**config.mk**
```make
export PLATFORM = sky130hd
export DESIGN_NAME = csr_trap_sequencer
export DESIGN_NICKNAME = d
export VERILOG_FILES = /design/src/rtl/csr_trap_sequencer_pkg.sv /design/src/rtl/csr_mstatus_update.sv /design/src/rtl/csr_trap_sequencer.sv
export SDC_FILE = /design/constraint.sdc
export NUM_CORES = 1
export LEC_CHECK = 0
export BUFFER_PORTS_ARGS = -buffer_cell sky130_fd_sc_hd__buf_4
export CORE_ASPECT_RATIO = 1.1
export CORE_MARGIN = 2
export CORE_UTILIZATION = 56
export CTS_CLUSTER_DIAMETER = 200
export DETAILED_ROUTE_END_ITERATION = 6
export PLACE_DENSITY = 0.84
export SKIP_LAST_GASP = 1
export SYNTH_ARGS = -nofsm -noshare
export SYNTH_HDL_FRONTEND = slang
export SYNTH_SLANG_ARGS = --single-unit
```
**constraint.sdc**
```tcl
create_clock -name clk -period 13.52 [get_ports clk]
set_input_delay 2.028 -clock clk [delete_from_list [all_inputs] [get_ports clk]]
set_output_delay 2.028 -clock clk [all_outputs]
set_load 0.005 [all_outputs]
```
**src/rtl/csr_trap_sequencer_pkg.sv**
```systemverilog
// Shared CSR addresses, mstatus bit positions and sequencer state encodings.
package csr_trap_sequencer_pkg;

  localparam logic [11:0] CSR_MSTATUS = 12'h300;
  localparam logic [11:0] CSR_MTVEC   = 12'h305;
  localparam logic [11:0] CSR_MEPC    = 12'h341;
  localparam logic [11:0] CSR_MCAUSE  = 12'h342;
  localparam logic [11:0] CSR_MTVAL   = 12'h343;

  localparam int MSTATUS_MIE    = 3;
  localparam int MSTATUS_MPIE   = 7;
  localparam int MSTATUS_MPP_LO = 11;
  localparam int MSTATUS_MPP_HI = 12;

  typedef enum logic [2:0] {
    ST_IDLE      = 3'd0,
    ST_T_MEPC    = 3'd1,
    ST_T_MCAUSE  = 3'd2,
    ST_T_MTVAL   = 3'd3,
    ST_T_MSTATUS = 3'd4,
    ST_M_MSTATUS = 3'd5,
    ST_REDIRECT  = 3'd6
  } state_e;

endpackage

```
**src/rtl/csr_mstatus_update.sv**
```systemverilog
// Combinational mstatus rewrite for machine-mode trap entry and MRET.
module csr_mstatus_update
  import csr_trap_sequencer_pkg::*;
#(
  parameter int XLEN = 32
) (
  input  logic [XLEN-1:0] old_mstatus,
  input  logic            is_mret,
  output logic [XLEN-1:0] new_mstatus
);

  always_comb begin
    new_mstatus = old_mstatus;
    if (is_mret) begin
      new_mstatus[MSTATUS_MIE]                   = old_mstatus[MSTATUS_MPIE];
      new_mstatus[MSTATUS_MPIE]                  = 1'b1;
      new_mstatus[MSTATUS_MPP_HI:MSTATUS_MPP_LO] = 2'b00;
    end else begin
      new_mstatus[MSTATUS_MPIE]                  = old_mstatus[MSTATUS_MIE];
      new_mstatus[MSTATUS_MIE]                   = 1'b0;
      new_mstatus[MSTATUS_MPP_HI:MSTATUS_MPP_LO] = 2'b11;
    end
  end

endmodule

```
**src/rtl/csr_trap_sequencer.sv**
```systemverilog
// Owns the CSR write port: forwards pipeline writes, sequences trap entry and MRET.
// Optional macro CSR_VECTORED_EN enables vectored interrupt redirect via mtvec mode.
module csr_trap_sequencer
  import csr_trap_sequencer_pkg::*;
#(
  parameter int XLEN       = 32,
  parameter int CSR_ADDR_W = 12
) (
  input  logic                  clk,
  input  logic                  rst,
  input  logic                  trap_req,
  input  logic [XLEN-1:0]       trap_cause,
  input  logic [XLEN-1:0]       trap_pc,
  input  logic [XLEN-1:0]       trap_tval,
  input  logic                  mret_req,
  input  logic                  pipe_wr_en,
  input  logic [CSR_ADDR_W-1:0] pipe_wr_addr,
  input  logic [XLEN-1:0]       pipe_wr_data,
  input  logic [XLEN-1:0]       mstatus_in,
  input  logic [XLEN-1:0]       mtvec_in,
  input  logic [XLEN-1:0]       mepc_in,
  output logic                  csr_wr_en,
  output logic [CSR_ADDR_W-1:0] csr_wr_addr,
  output logic [XLEN-1:0]       csr_wr_data,
  output logic                  halt,
  output logic                  redirect_valid,
  output logic [XLEN-1:0]       redirect_pc,
  output logic                  busy
);

  state_e                state_q, state_d;
  logic [XLEN-1:0]       cause_q, cause_d;
  logic [XLEN-1:0]       pc_q, pc_d;
  logic [XLEN-1:0]       tval_q, tval_d;
  logic [XLEN-1:0]       mstatus_q, mstatus_d;
  logic [XLEN-1:0]       mtvec_q, mtvec_d;
  logic [XLEN-1:0]       mepc_q, mepc_d;
  logic                  is_mret_q, is_mret_d;

  logic                  csr_wr_en_q, csr_wr_en_d;
  logic [CSR_ADDR_W-1:0] csr_wr_addr_q, csr_wr_addr_d;
  logic [XLEN-1:0]       csr_wr_data_q, csr_wr_data_d;
  logic                  halt_q, halt_d;
  logic                  redirect_valid_q, redirect_valid_d;
  logic [XLEN-1:0]       redirect_pc_q, redirect_pc_d;
  logic                  busy_q, busy_d;

  logic                  upd_mret;
  logic [XLEN-1:0]       upd_old;
  logic [XLEN-1:0]       upd_new;
  logic [XLEN-1:0]       trap_target;

  // MRET reads mstatus live in its only state; trap entry uses the copy sampled in T_MTVAL.
  assign upd_mret = (state_q == ST_M_MSTATUS);
  assign upd_old  = upd_mret ? mstatus_in : mstatus_q;

  csr_mstatus_update #(.XLEN(XLEN)) u_mstatus_update (
    .old_mstatus (upd_old),
    .is_mret     (upd_mret),
    .new_mstatus (upd_new)
  );

`ifdef CSR_VECTORED_EN
  always_comb begin
    trap_target = {mtvec_q[XLEN-1:2], 2'b00};
    if (mtvec_q[1:0] == 2'b01 && cause_q[XLEN-1])
      trap_target = trap_target + {cause_q[XLEN-3:0], 2'b00};
  end
`else
  assign trap_target = mtvec_q;
`endif

  always_comb begin
    state_d          = state_q;
    cause_d          = cause_q;
    pc_d             = pc_q;
    tval_d           = tval_q;
    mstatus_d        = mstatus_q;
    mtvec_d          = mtvec_q;
    mepc_d           = mepc_q;
    is_mret_d        = is_mret_q;
    csr_wr_en_d      = 1'b0;
    csr_wr_addr_d    = '0;
    csr_wr_data_d    = '0;
    redirect_valid_d = 1'b0;
    redirect_pc_d    = '0;

    unique case (state_q)
      ST_IDLE: begin
        if (trap_req) begin
          state_d   = ST_T_MEPC;
          cause_d   = trap_cause;
          pc_d      = {trap_pc[XLEN-1:2], 2'b00};
          tval_d    = trap_tval;
          is_mret_d = 1'b0;
        end else if (mret_req) begin
          state_d   = ST_M_MSTATUS;
          is_mret_d = 1'b1;
        end else if (pipe_wr_en) begin
          csr_wr_en_d   = 1'b1;
          csr_wr_addr_d = pipe_wr_addr;
          csr_wr_data_d = pipe_wr_data;
        end
      end
      ST_T_MEPC: begin
        csr_wr_en_d   = 1'b1;
        csr_wr_addr_d = CSR_ADDR_W'(CSR_MEPC);
        csr_wr_data_d = pc_q;
        state_d       = ST_T_MCAUSE;
      end
      ST_T_MCAUSE: begin
        csr_wr_en_d   = 1'b1;
        csr_wr_addr_d = CSR_ADDR_W'(CSR_MCAUSE);
        csr_wr_data_d = cause_q;
        state_d       = ST_T_MTVAL;
      end
      ST_T_MTVAL: begin
        csr_wr_en_d   = 1'b1;
        csr_wr_addr_d = CSR_ADDR_W'(CSR_MTVAL);
        csr_wr_data_d = tval_q;
        mstatus_d     = mstatus_in;
        state_d       = ST_T_MSTATUS;
      end
      ST_T_MSTATUS: begin
        csr_wr_en_d   = 1'b1;
        csr_wr_addr_d = CSR_ADDR_W'(CSR_MSTATUS);
        csr_wr_data_d = upd_new;
`ifdef CSR_VECTORED_EN
        mtvec_d       = mtvec_in;
`else
        mtvec_d       = {mtvec_in[XLEN-1:2], 2'b00};
`endif
        state_d       = ST_REDIRECT;
      end
      ST_M_MSTATUS: begin
        csr_wr_en_d   = 1'b1;
        csr_wr_addr_d = CSR_ADDR_W'(CSR_MSTATUS);
        csr_wr_data_d = upd_new;
        mstatus_d     = mstatus_in;
        mepc_d        = mepc_in;
        state_d       = ST_REDIRECT;
      end
      ST_REDIRECT: begin
        redirect_valid_d = 1'b1;
        redirect_pc_d    = is_mret_q ? mepc_q : trap_target;
        state_d          = ST_IDLE;
      end
      default: state_d = ST_IDLE;
    endcase

    // Stall stays up through the cycle that presents the redirect.
    halt_d = (state_d != ST_IDLE) || (state_q != ST_IDLE);
    busy_d = (state_d != ST_IDLE);
  end

  always_ff @(posedge clk or posedge rst) begin
    if (rst) begin
      state_q          <= ST_IDLE;
      cause_q          <= '0;
      pc_q             <= '0;
      tval_q           <= '0;
      mstatus_q        <= '0;
      mtvec_q          <= '0;
      mepc_q           <= '0;
      is_mret_q        <= 1'b0;
      csr_wr_en_q      <= 1'b0;
      csr_wr_addr_q    <= '0;
      csr_wr_data_q    <= '0;
      halt_q           <= 1'b0;
      redirect_valid_q <= 1'b0;
      redirect_pc_q    <= '0;
      busy_q           <= 1'b0;
    end else begin
      state_q          <= state_d;
      cause_q          <= cause_d;
      pc_q             <= pc_d;
      tval_q           <= tval_d;
      mstatus_q        <= mstatus_d;
      mtvec_q          <= mtvec_d;
      mepc_q           <= mepc_d;
      is_mret_q        <= is_mret_d;
      csr_wr_en_q      <= csr_wr_en_d;
      csr_wr_addr_q    <= csr_wr_addr_d;
      csr_wr_data_q    <= csr_wr_data_d;
      halt_q           <= halt_d;
      redirect_valid_q <= redirect_valid_d;
      redirect_pc_q    <= redirect_pc_d;
      busy_q           <= busy_d;
    end
  end

  assign csr_wr_en      = csr_wr_en_q;
  assign csr_wr_addr    = csr_wr_addr_q;
  assign csr_wr_data    = csr_wr_data_q;
  assign halt           = halt_q;
  assign redirect_valid = redirect_valid_q;
  assign redirect_pc    = redirect_pc_q;
  assign busy           = busy_q;

endmodule

```
Yosys cells after proc, flatten, opt, wreduce, memory -nomap -nowiden

Cells that the tools add are included.

Output and inout bits: 80
Word-level logic and storage cells: 55
Input bits: 241
Bits in registers: 272

Multiplexer cells: 24
Equality and inequality tests: 6
Reductions and logical operators: 10

Operator list:

| cell                                                            | count |
|---|---|
| 32-bit two-way mux                                              | 6 |
| 32-bit case mux with 5 select lines                             | 1 |
| 12-bit case mux with 5 select lines                             | 1 |
| 12-bit two-way mux                                              | 3 |
| 3-bit case mux with 5 select lines                              | 1 |
| 3-bit == test, second input constant                            | 3 |
| 1-bit two-way mux                                               | 8 |
| 3-bit by 2-bit == test with 1-bit output, second input constant | 2 |
| 3-bit two-way mux                                               | 2 |
| 3-bit nonzero test                                              | 2 |
| 5-bit OR reduction                                              | 1 |
| 2-bit AND reduction                                             | 2 |
| 2-bit OR reduction                                              | 2 |
| 3-bit by 1-bit == test with 1-bit output, second input constant | 1 |
| 3-bit logical NOT                                               | 1 |
| 2-bit two-way mux                                               | 1 |
| 1-bit case mux with 2 select lines                              | 1 |
| 2-bit nonzero test                                              | 1 |
| 1-bit logical OR                                                | 1 |

Longest topological paths before layout

Depth after elaboration: 5
Depth in mapped cells: 7
Mapped depth without buffers: 4

Modules after synthesis

A second synthesis with hierarchy kept.

Cells, all modules: 847
Area total of the unflattened synthesis: 11,974.0 um^2

By module, submodules not included:

| module             | area each (um^2) | cells an instance | instances |
|---|---|---|---|
| csr_trap_sequencer | 11,738.8         | 815               | 1 |
| csr_mstatus_update | 235.2            | 32                | 1 |

Worst setup path after synthesis

OpenSTA, ideal clock, no wires.

Path type: in2reg
Start: in trap_req
End: reg cause_q[0]
Stages on the path: 5
Arrival time: 2.846 ns
Path slack: 10.549 ns
Setup time: 0.125 ns
Path buffers: 3
Data required time: 13.395 ns
Cell sequence: and2_1 > buf_6 > buf_8 > buf_12 > mux2_4

Longest elaborated chain between the ends: 1

RTL lines:

| element                              | line                      | source |
|---|---|---|
| start: declaration                   | csr_trap_sequencer.sv:11  | `input logic trap_req,` |
| 2-bit AND reduction (no source line) | n/a                       |  |
| end signal: assignment               | csr_trap_sequencer.sv:175 | `cause_q <= cause_d;` |
| end: declaration                     | csr_trap_sequencer.sv:32  | `logic [XLEN-1:0] cause_q, cause_d;` |

No other way between the ends.
A chain may end at the register's enable or synchronous reset.

==> results.sh <==
export IMPL_fillCellCount=1309
export IMPL_grt_max_degree=131
export IMPL_grt_pass1_vias=8105
export IMPL_pre_cts_ws_ps=8860
export IMPL_drive_gt1_frac=0.521
export IMPL_cp_required_ps=14060
export IMPL_via_per_inst=5.70
export IMPL_slew_violations=0
export IMPL_die_w_um=140
export IMPL_ctsHoldBuffers=0
export IMPL_rsz0062_at_grt="false"
export IMPL_clk_latency_ps=520
export IMPL_synth_nets=1023
export IMPL_final_nets=1322
export IMPL_place_hpwl_um=19200
export IMPL_wire_per_inst_um=21.5
export IMPL_die_area_um2=21500
export IMPL_worst_pin_slew_ps=1170
export IMPL_drt_iter0_markers=371
export IMPL_synth_cell_types=41
export IMPL_syn_to_final_growth_pct=29.5
export IMPL_row_count=54
export IMPL_fin_crit_sh=0.294
export IMPL_synth_area_um2=11400
export IMPL_overflow=0
export IMPL_drtPass1Iterations=4
export IMPL_cp_slowest_cell="buf_4"
export IMPL_synth_edf_count=0
export IMPL_worst_clock_skew_ps=12.5
export IMPL_io_pins=321
export IMPL_drc_errors=0
export IMPL_critPathKind="in -> async"
export IMPL_port_buffers=314
export IMPL_synth_top_area_cell="dfrtp_1"
export IMPL_min_period_ps=3970
export IMPL_power_density_nw_per_um2=231
export IMPL_status="finished clean"
export IMPL_stdcell_area_um2=14700
export IMPL_core_area_um2=19900
export IMPL_crit_path_max_incr_delay_ps=820
export IMPL_startpoint_type="input pin"
export IMPL_grt_pass1_wl_um=45500
export IMPL_synth_area_top_cells="dfrtp_1 59%, mux2_2 14%, mux2_4 6.5%, mux2i_1 6.0%, nand3_1 1.7%"
export IMPL_slew_headroom=0.221
export IMPL_placed_cells=1303
export IMPL_fin_cells=1354
export IMPL_cts_setup_buffers=0
export IMPL_cts_path_max_buffers=3
export IMPL_syn_avg_cell_area_um2=14.6
export IMPL_worst_path_dominant_cell_family="buffers and inverters"
export IMPL_critPathBufInv=4
export IMPL_multi_input_area_um2=4280
export IMPL_crit_fanout=130
export IMPL_vdd_drop_max_mv=0.169
export IMPL_seq_area_um2=6740
export IMPL_cts_sinks=269
export IMPL_max_freq_ghz=0.252
export IMPL_yosysWarnings=0
export IMPL_tns_ps=0
export IMPL_hold_path_class="reg -> reg"
export IMPL_gp_congestion=0.819
export IMPL_synthArstFlopShare=1.00
export IMPL_fin_ws_ps=9550
export IMPL_drt_total_wl_um=29200
export IMPL_post_cts_resized=0
export IMPL_htreeDepth=1
export IMPL_timing_hold_violations_final=0
export IMPL_yosysSeqAreaShare=0.591
export IMPL_syn_inst=782
export IMPL_crit_arrival_ps=4510
export IMPL_ys_flop_type="dfrtp_1"
export IMPL_grt_total_usage=0.269
export IMPL_cts_root_buf="clkbuf_16"
export IMPL_critPathMostFrequentCell="buf_4"
export IMPL_finalSetupViolations=0
export IMPL_worstSetupEndpointType="async pin"
export IMPL_die_h_um=154
export IMPL_vias=7722
export IMPL_numCtsBuffers=28
export IMPL_synth_top_cell_area_share=0.591
export IMPL_start_util=0.573
export IMPL_drv_cap=0
export IMPL_ys_ff_latch=269
export IMPL_crit_chain="buf_4, inv_8, buf_4, buf_4"
export IMPL_postRouteAntennaNets=0
export IMPL_antenna_found_initial=1
export IMPL_cts_tree="done"
export IMPL_placed_cell_area_um2=13800
export IMPL_p_leak_uw=0.00703
export IMPL_clk_pin_slew_ps=60
synthesized netlist by cell type (all sizes together), types with 5 or more instances:
cell / number
nand4: 18
a21o: 5
dfrtp: 269
nand2: 6
mux2: 198
o22a: 18
clkbuf: 13
a221oi: 16
nand3: 38
mux2i: 68
nor2: 37
o2bb2ai: 9
and2: 9
buf: 44
final timing paths:
check	startpoint	end	slack, ps	cells past startpoint
min in group asynchronous	rst	csr_wr_addr[7]	1680	2
worst min-delay path	mtvec_q[31]	mtvec_q[31]	490	1
worst min register to register	mtvec_q[31]	mtvec_q[31]	490	1
worst max-delay path	rst	mepc_q[27]	9550	4
max in group clk	trap_req	cause_q[29]	9930	4
worst max register to register	state_q[1]	mtvec_q[30]	10530	4
per-layer routing:
| layer | vias up | wire length (um) | track usage |
|---|---|---|---|
| li1 | 3440 | - | - |
| met1 | 3936 | 11500 | 0.357 |
| met2 | 297 | 14800 | 0.456 |
| met3 | 49 | 2070 | 0.0495 |
| met4 | 0 | 784 | 0.0829 |
| met5 | - | 0 | 0 |
power by group:
group	total, uW	internal, uW	switching [uW]	leakage [uW]
Clock	771	467	304	0.000464
Combinational	1240	718	521	0.00330
Sequential	1400	1180	218	0.00327
worst reg2reg max path: stages (launching register included):
cell and delay [ps]:
dfrtp_1 350, buf_4 250, nand2b_1 750, nor2_4 1090, mux2_2 440
layout make-up:
cell class	count	share of cell area
Sequential cell	269	0.457
Multi-Input combinational cell	452	0.290
Timing Repair Buffer	326	0.166
Clock buffer	43	0.0576
Tap cell	252	0.0214
Clock inverter	7	0.00577
Inverter	4	0.00153
Antenna cell	1	0.000170
flip-flops by register name, summed over array words and instances (netlist names):
register / flops
busy: 1
tval_q: 32
state_q: 3
redirect_pc: 32
mtvec_q: 30
cause_q: 32
halt: 1
csr_wr_addr: 12
redirect_valid: 1
pc_q: 30
mstatus_q: 29
mepc_q: 32
csr_wr_data: 32
is_mret_q: 1
csr_wr_en: 1
stage by stage:
stage | hold slack [ps] | total power, uW | util
3_5_place_dp | 474 | 2640 | 0.695
5_1_grt | 511 | 3600 | 0.742
2_1_floorplan | 457 | 2260 | -
3_3_place_gp | 467 | 2580 | 0.695
4_1_cts | 492 | 3430 | 0.742
6_report | 491 | 3410 | 0.742
placed cells by master (no fill, tap or decap), drive strengths merged, types with 2 or more instances in the layout:
cell | synthesis | routed
dfrtp | 269 | 269
clkbuf | 13 | 43
a21oi | 4 | 4
mux2 | 198 | 198
a221oi | 16 | 16
clkinv | 2 | 7
o2bb2ai | 9 | 9
nor2b | 4 | 4
and2 | 9 | 9
buf | 44 | 326
nand3 | 38 | 38
nor2 | 37 | 37
inv | 2 | 2
nand2b | 2 | 2
nand2 | 6 | 6
mux2i | 68 | 68
a221o | 4 | 4
a22o | 2 | 2
and3 | 3 | 3
a21o | 5 | 5
nand4 | 18 | 18
bufinv | 0 | 2
o21ai | 3 | 3
o22a | 18 | 18
cells by family (layout without fill, tap and decap cells):
kind of cell	count (synthesis)	in the layout	share of synthesized area
compound gates	66	66	0.0481
xor+xnor	1	1	0.000770
buf+inv	61	380	0.0347
flops	269	269	0.591
mux	266	266	0.272
other cells	0	1	0
simple gates	119	119	0.0531
No activity file was read; power rests on OpenSTA's default activity.
